===== src/rtl/mem_access_seq.sv =====
// Memory access sequencer: turns single/burst read-write requests into MARin/MDRin/read/write strobes.
// Optional completed-word counter on perf_words is compiled in with `define MEMSEQ_PERF_CNT_EN.
module mem_access_seq #(
   parameter int ADDR_W      = 9,
   parameter int WAIT_CYCLES = 1,
   parameter int LEN_W       = 4
) (
   input  logic              clk,
   input  logic              clr,
   input  logic              req,
   input  logic              we,
   input  logic [ADDR_W-1:0] addr,
   input  logic [LEN_W-1:0]  len,
   output logic [31:0]       addr_out,
   output logic              addr_oe,
   output logic              MARin,
   output logic              MDRin,
   output logic              read,
   output logic              write,
   output logic              MDRout,
   output logic              data_req,
   output logic              word_done,
   output logic              done,
   output logic              busy,
   output logic [15:0]       perf_words
);

   typedef enum logic [3:0] {
      S_IDLE, S_LD_MAR, S_RD_WAIT, S_RD_LATCH, S_RD_OUT,
      S_WR_MDR, S_WR_STROBE, S_NEXT, S_DONE
   } state_e;

   typedef struct packed {
      logic [31:0] addr_out;
      logic        addr_oe;
      logic        MARin;
      logic        MDRin;
      logic        read;
      logic        write;
      logic        MDRout;
      logic        data_req;
      logic        word_done;
      logic        done;
      logic        busy;
   } outs_t;

   localparam logic [3:0] WAIT_LD   = (WAIT_CYCLES > 0) ? 4'(WAIT_CYCLES - 1) : 4'd0;
   localparam logic [3:0] WAIT_FULL = 4'(WAIT_CYCLES);

   state_e            state_q, state_d;
   logic [ADDR_W-1:0] cur_addr_q, cur_addr_d;
   logic [LEN_W-1:0]  remaining_q, remaining_d;
   logic              op_q, op_d;
   logic [3:0]        cnt_q, cnt_d;
   outs_t             out_q, out_d;

   always_comb begin : next_state
      state_d     = state_q;
      cur_addr_d  = cur_addr_q;
      remaining_d = remaining_q;
      op_d        = op_q;
      cnt_d       = cnt_q;
      case (state_q)
         S_IDLE: begin
            if (req) begin
               cur_addr_d  = addr;
               remaining_d = len;
               op_d        = we;
               state_d     = S_LD_MAR;
            end
         end
         S_LD_MAR: begin
            if (op_q) begin
               state_d = S_WR_MDR;
            end else if (WAIT_CYCLES == 0) begin
               state_d = S_RD_LATCH;
            end else begin
               state_d = S_RD_WAIT;
               cnt_d   = WAIT_LD;
            end
         end
         S_RD_WAIT: begin
            if (cnt_q == 4'd0) state_d = S_RD_LATCH;
            else               cnt_d   = cnt_q - 4'd1;
         end
         S_RD_LATCH: state_d = S_RD_OUT;
         S_RD_OUT:   state_d = S_NEXT;
         S_WR_MDR: begin
            state_d = S_WR_STROBE;
            cnt_d   = WAIT_FULL;
         end
         S_WR_STROBE: begin
            if (cnt_q == 4'd0) state_d = S_NEXT;
            else               cnt_d   = cnt_q - 4'd1;
         end
         S_NEXT: begin
            if (remaining_q == '0) begin
               state_d = S_DONE;
            end else begin
               remaining_d = remaining_q - 1'b1;
               cur_addr_d  = cur_addr_q + 1'b1;
               state_d     = S_LD_MAR;
            end
         end
         S_DONE:  state_d = S_IDLE;
         default: state_d = S_IDLE;
      endcase
   end

   // Outputs are decoded from the upcoming state and registered alongside it,
   // so each port is a flop output that lines up exactly with its state.
   always_comb begin : decode
      out_d = '0;
      case (state_d)
         S_LD_MAR: begin
            out_d.addr_oe  = 1'b1;
            out_d.MARin    = 1'b1;
            out_d.addr_out = 32'(cur_addr_d);
         end
         S_RD_WAIT: out_d.read = 1'b1;
         S_RD_LATCH: begin
            out_d.read  = 1'b1;
            out_d.MDRin = 1'b1;
         end
         S_RD_OUT: begin
            out_d.MDRout    = 1'b1;
            out_d.word_done = 1'b1;
         end
         S_WR_MDR: begin
            out_d.data_req = 1'b1;
            out_d.MDRin    = 1'b1;
         end
         S_WR_STROBE: begin
            out_d.write     = 1'b1;
            out_d.word_done = (cnt_d == 4'd0);
         end
         S_DONE:  out_d.done = 1'b1;
         default: out_d = '0;
      endcase
      out_d.busy = (state_d != S_IDLE);
   end

   always_ff @(posedge clk or negedge clr) begin
      if (!clr) begin
         state_q     <= S_IDLE;
         cur_addr_q  <= '0;
         remaining_q <= '0;
         op_q        <= 1'b0;
         cnt_q       <= '0;
         out_q       <= '0;
      end else begin
         state_q     <= state_d;
         cur_addr_q  <= cur_addr_d;
         remaining_q <= remaining_d;
         op_q        <= op_d;
         cnt_q       <= cnt_d;
         out_q       <= out_d;
      end
   end

   assign addr_out  = out_q.addr_out;
   assign addr_oe   = out_q.addr_oe;
   assign MARin     = out_q.MARin;
   assign MDRin     = out_q.MDRin;
   assign read      = out_q.read;
   assign write     = out_q.write;
   assign MDRout    = out_q.MDRout;
   assign data_req  = out_q.data_req;
   assign word_done = out_q.word_done;
   assign done      = out_q.done;
   assign busy      = out_q.busy;

`ifdef MEMSEQ_PERF_CNT_EN
   logic [15:0] perf_q;

   // Saturating; only reset clears it.
   always_ff @(posedge clk or negedge clr) begin
      if (!clr) begin
         perf_q <= '0;
      end else if (out_q.word_done && (perf_q != 16'hFFFF)) begin
         perf_q <= perf_q + 16'd1;
      end
   end

   assign perf_words = perf_q;
`else
   assign perf_words = 16'h0000;
`endif

endmodule


===== config.mk =====
export PLATFORM = sky130hd
export DESIGN_NAME = mem_access_seq
export DESIGN_NICKNAME = d
export VERILOG_FILES = /design/src/rtl/mem_access_seq.sv
export SDC_FILE = /design/constraint.sdc
export NUM_CORES = 1
export LEC_CHECK = 0
export CAP_MARGIN = 40
export CORE_ASPECT_RATIO = 0.6
export CORE_MARGIN = 3
export CORE_UTILIZATION = 46
export DETAILED_ROUTE_END_ITERATION = 6
export PLACE_DENSITY = 0.9
export SYNTH_ARGS = -nofsm -noshare
export SYNTH_HDL_FRONTEND = slang
export SYNTH_SLANG_ARGS = --single-unit

===== constraint.sdc =====
create_clock -name clk -period 2.6 [get_ports clk]
set_input_delay 0.26 -clock clk [delete_from_list [all_inputs] [get_ports clk]]
set_output_delay 0.26 -clock clk [all_outputs]
set_load 0.01 [all_outputs]

==> results.md <==
Yosys:
- After synthesis the cells add up to 0.00227 mm^2.
- After synthesis, the cell types taking the most area are sky130_fd_sc_hd__dfrtp_1 44%, sky130_fd_sc_hd__buf_4 13%, sky130_fd_sc_hd__nor2_1 3.1%.
- In this run, distinct cell masters in the synthesized netlist total 57.
- The share of Yosys cell area claimed by the top area cell type is 44.0%.
- The adder-cell share of the synthesized area is 1.65%.
- The compound-gate portion of the synthesized area is 15.7%.
- The cell count after synthesis came out at 233.
- The mean post-synth cell area is 9.76 um^2.
- The number of enable-type register cells in the synthesized netlist is 0.
- Summing the sequential cell areas from Yosys gives 44.0% of the chip area.
- The number of warnings printed during yosys synthesis is 0.
- The xor/xnor share of the synthesized area is 1.54%.
- After Yosys synthesis, and, or, nand and nor cells account for 19.6% of the synthesized area.
- By area, the combinational part of the netlist is dominated by simple AND/OR/NAND/NOR gates.
- Of all flip-flops after synthesis, the portion carrying an async set or reset was 100%.
- The number of synthesized register bits is 40.
- The mux cell area share after synthesis is 0.495%.
- The commonest cells after synthesis are 40 x sky130_fd_sc_hd__buf_4, 40 x sky130_fd_sc_hd__dfrtp_1, 19 x sky130_fd_sc_hd__nor2_1, 12 x sky130_fd_sc_hd__o21ai_0.
- The most common flop cell mapped by yosys is sky130_fd_sc_hd__dfrtp_1.
- The leading area contributor after synthesis is sky130_fd_sc_hd__dfrtp_1.

Place:
- The total instance count after detailed placement is 325.
- The pre-CTS setup slack is 0.344 ns.
- The number of port buffers is 35.
- The post-placement cell area is 0.00254 mm^2.
- The placed wire-length estimate after detailed placement is 3550 um.
- The congestion estimate from routability-driven global placement came to 0.876.

Routing:
- The met1 wire length is 2190 um.
- The count of routing violations after the opening detailed-route iteration is 176.
- In the routed design, unresolved DRC markers number 0.
- In the final routed layout, each cell accounts on average for 14.1 um.
- After detailed routing, the number of vias per cell comes to 5.19.
- The first-pass detailed-route iteration total is 4.
- Wires add up to 4710 um.
- The wire length on met2 is 2030 um.
- Summing over every cut layer, the via total after detailed routing is 1,734.
- The routed wire length on met3 is 432 um.
- The highest metal layer with signal wires is met4.
- The number of nets still failing antenna checks after routing is 0.

Timing:
- The highest clock rate is 435 MHz.
- For the pin with the worst max-slew slack, the measured transition is 0.672 ns.
- Measured against its own limit, the worst slew margin works out to 54.5%.
- The final clock period utilization by the worst path is 88.5%.
- Setup repair after global routing left no endpoint under its margin.
- The number of pins with negative max-slew slack in the final report came to 0.
- For the finished layout, the period the worst path requires is 2.30 ns.
- The number of hold-slack violations in the final timing report is 0.
- The worst setup skew after layout is 0.0117 ns.
- The count of final setup violators is 0.
- Across all setup checks in the final design, the least slack found is 0.300 ns.
- The summed negative setup slack over all endpoints is 0 ns.

Job:
- The count of max-cap constraint violations is 0.

Clock network:
- The total of cells resized after clock tree synthesis is 0.
- The number of clock buffers added by TritonCTS is 5.
- Clock latency on the worst-skew pair, taken at its later pin, is 0.31 ns.
- The maximum count of clock buffers along a single path is 2.
- The clock tree synthesis step divided the H-tree into 2 levels.
- After clock tree synthesis, the clock-pin slew on the worst setup and hold paths is 0.08 ns.
- The count of hold buffers inserted by post-cts repair is 1.
- The tree is rooted in a sky130_fd_sc_hd__clkbuf_8.
- The post-CTS repair timing setup buffer count is 0.
- The sink count of the clock tree is 40.
- The clock tree from TritonCTS is built.

Power:
- In this run, flip-flops and latches consume 37.6% of the power.
- The worst-case IR drop observed on VDD is 0.379 mV.
- The power density over the cells is 1100 mW/mm^2.
- Of the total power, the share spent switching nets is 39.7%.
- The internal power of the cells totals 1770 uW.
- The analysis attributes to cell leakage a power of 0.00124 uW.
- Combinational logic burns 44.1% of the power.
- The clock network burns 18.3% of the power.
- The completed layout was analyzed and its total power is 2930 uW.
- For this design the total switching power over the nets is 1160 uW.

Setup path:
- The setup slack of the worst register-to-register path is 0.30 ns.
- The largest fanout of any net on the critical path is 5.
- The startpoint type of the worst setup path is a register.
- The worst reg2reg path startpoint is cnt_q[0].
- The worst setup path is captured at a register.
- The classification of the worst setup path is register to register.
- Tracing the worst setup path back leads to its startpoint at cnt_q[0].
- The destination of the critical timing path is word_done.
- The data required time of the critical path is 2.80 ns.
- The end of the worst register-to-register path is word_done.
- The worst register-to-register path has a depth of 7.
- The worst path arrival time is 2.50 ns.

GRT:
- The via count of the first global-routing pass is 1,535.
- Summed over all layers, the global routing overflow is 0.
- The pin count of the biggest net entering global routing is 40.
- The global-route wire length before repair is 7630 um.
- Global routing consumed, over all layers together, 16.8% of the routing resources.
- The initial antenna violation count came to 0.

Die:
- The count of boundary I/O pins is 75.
- The core footprint is 0.00466 mm^2.
- The total number of placement rows is 19.
- The vertical extent of the die is 60.5 um.
- The die footprint is 0.00585 mm^2.
- In this run the horizontal extent of the chip is 96.8 um.
- The initial utilization of the core area, before any placement, comes to 48.8%.

Layout:
- The repair_antennas step left the layout with diodes totalling 0.
- Relative to the synthesized area, the layout overhead comes to 17.5%.
- The post-route standard cell area excluding fillers is 0.00267 mm^2.
- The net count of the finished layout is 290.
- The fraction of final layout cells with drive strength greater than 1 is 7.38%.
- The count of placed standard cells in the final layout, fillers left out is 334.

Outcome:
- The run finished with clean final reports.

Hold path:
- The worst hold path belongs to the class primary input to async pin.
## cell usage in the layout (no fill, tap or decap), drive strengths merged, types with 2 or more instances in the layout
| cell | count |
|---|---|
| o21ai | 15 |
| nand2 | 10 |
| conb | 39 |
| inv | 10 |
| nor3b | 7 |
| o211a | 2 |
| a21oi | 6 |
| a22oi | 2 |
| clkbuf | 6 |
| dfrtp | 40 |
| nor2b | 3 |
| or3 | 2 |
| nand3 | 4 |
| and3 | 4 |
| or3b | 2 |
| clkdlybuf4s50 | 34 |
| a21o | 4 |
| nor3 | 9 |
| xnor2 | 3 |
| buf | 5 |
| nor2 | 20 |
| a221o | 5 |
| ha | 3 |
| nand2b | 3 |
| nand4b | 2 |
| and2 | 3 |
| o211ai | 2 |
| o221ai | 2 |
## layer usage
metal,vias up,GRT usage [%]
met5,-,0
met4,0,6.60
met3,5,5.05
met2,81,24.0
met1,827,24.0
li1,821,-
## worst max-delay path, stage by stage, from the launching register on
cell,delay (ns)
sky130_fd_sc_hd__dfrtp_1,0.40
sky130_fd_sc_hd__inv_1,0.08
sky130_fd_sc_hd__ha_1,0.21
sky130_fd_sc_hd__or3b_1,0.46
sky130_fd_sc_hd__a2111oi_0,0.51
sky130_fd_sc_hd__or3_1,0.26
sky130_fd_sc_hd__nor3_1,0.08
sky130_fd_sc_hd__a31o_1,0.21
## logic make-up (layout without fill, tap and decap cells)
family	count (synthesis)	in the layout
DFF	40	40
other	1	39
muxes	1	1
xor gates and xnor gates	4	4
buffers and inverters	58	58
adders and majority gates	3	3
AOI/OAI and AO/OA	49	49
and+or+nand+nor	77	77
## power groups by stage
stage               sequential (uW)  clock [uW]  combinational, uW
finish                         1100         537               1290
global route                   1140         577               1430
CTS                            1100         550               1280
detailed placement             1100           0               1280
global placement               1090           0               1230
floorplan                      1050           0                958
## registers in the layout, indices dropped and copies added (netlist names)
name         flops
write            1
MDRout           1
state_q          4
addr_out         9
done             1
word_done        1
data_req         1
busy             1
remaining_q      4
cur_addr_q       9
op_q             1
cnt_q            4
MDRin            1
MARin            1
read             1
## metrics by stage
stage               hold slack [ns]  utilization (%)
global placement              0.413             54.1
global route                  0.270             57.3
floorplan                   -0.0356                -
finish                        0.277             57.3
CTS                           0.272             57.3
detailed placement           0.0589             54.5
## area by class of cell
cell class              instances  area [um^2]
clock buffers                   6         82.6
clock inverters                 2         38.8
fillers                       412         1990
inverters                      10         37.5
multi-input cells             173         1030
flip-flops and latches         40         1000
well taps                      63         78.8
repair buffers                 40          398
## worst min-delay path by stage
stage | slack (ns) | cells after the start | from | end
floorplan | -0.04 | 0 | clr | MARin
global route | 0.27 | 2 | clr | MARin
detailed placement | 0.06 | 1 | clr | MARin
global placement | 0.41 | 1 | clr | MARin
finish | 0.28 | 2 | clr | MARin
CTS | 0.27 | 2 | clr | MARin
(Power assumes the default switching activity.)
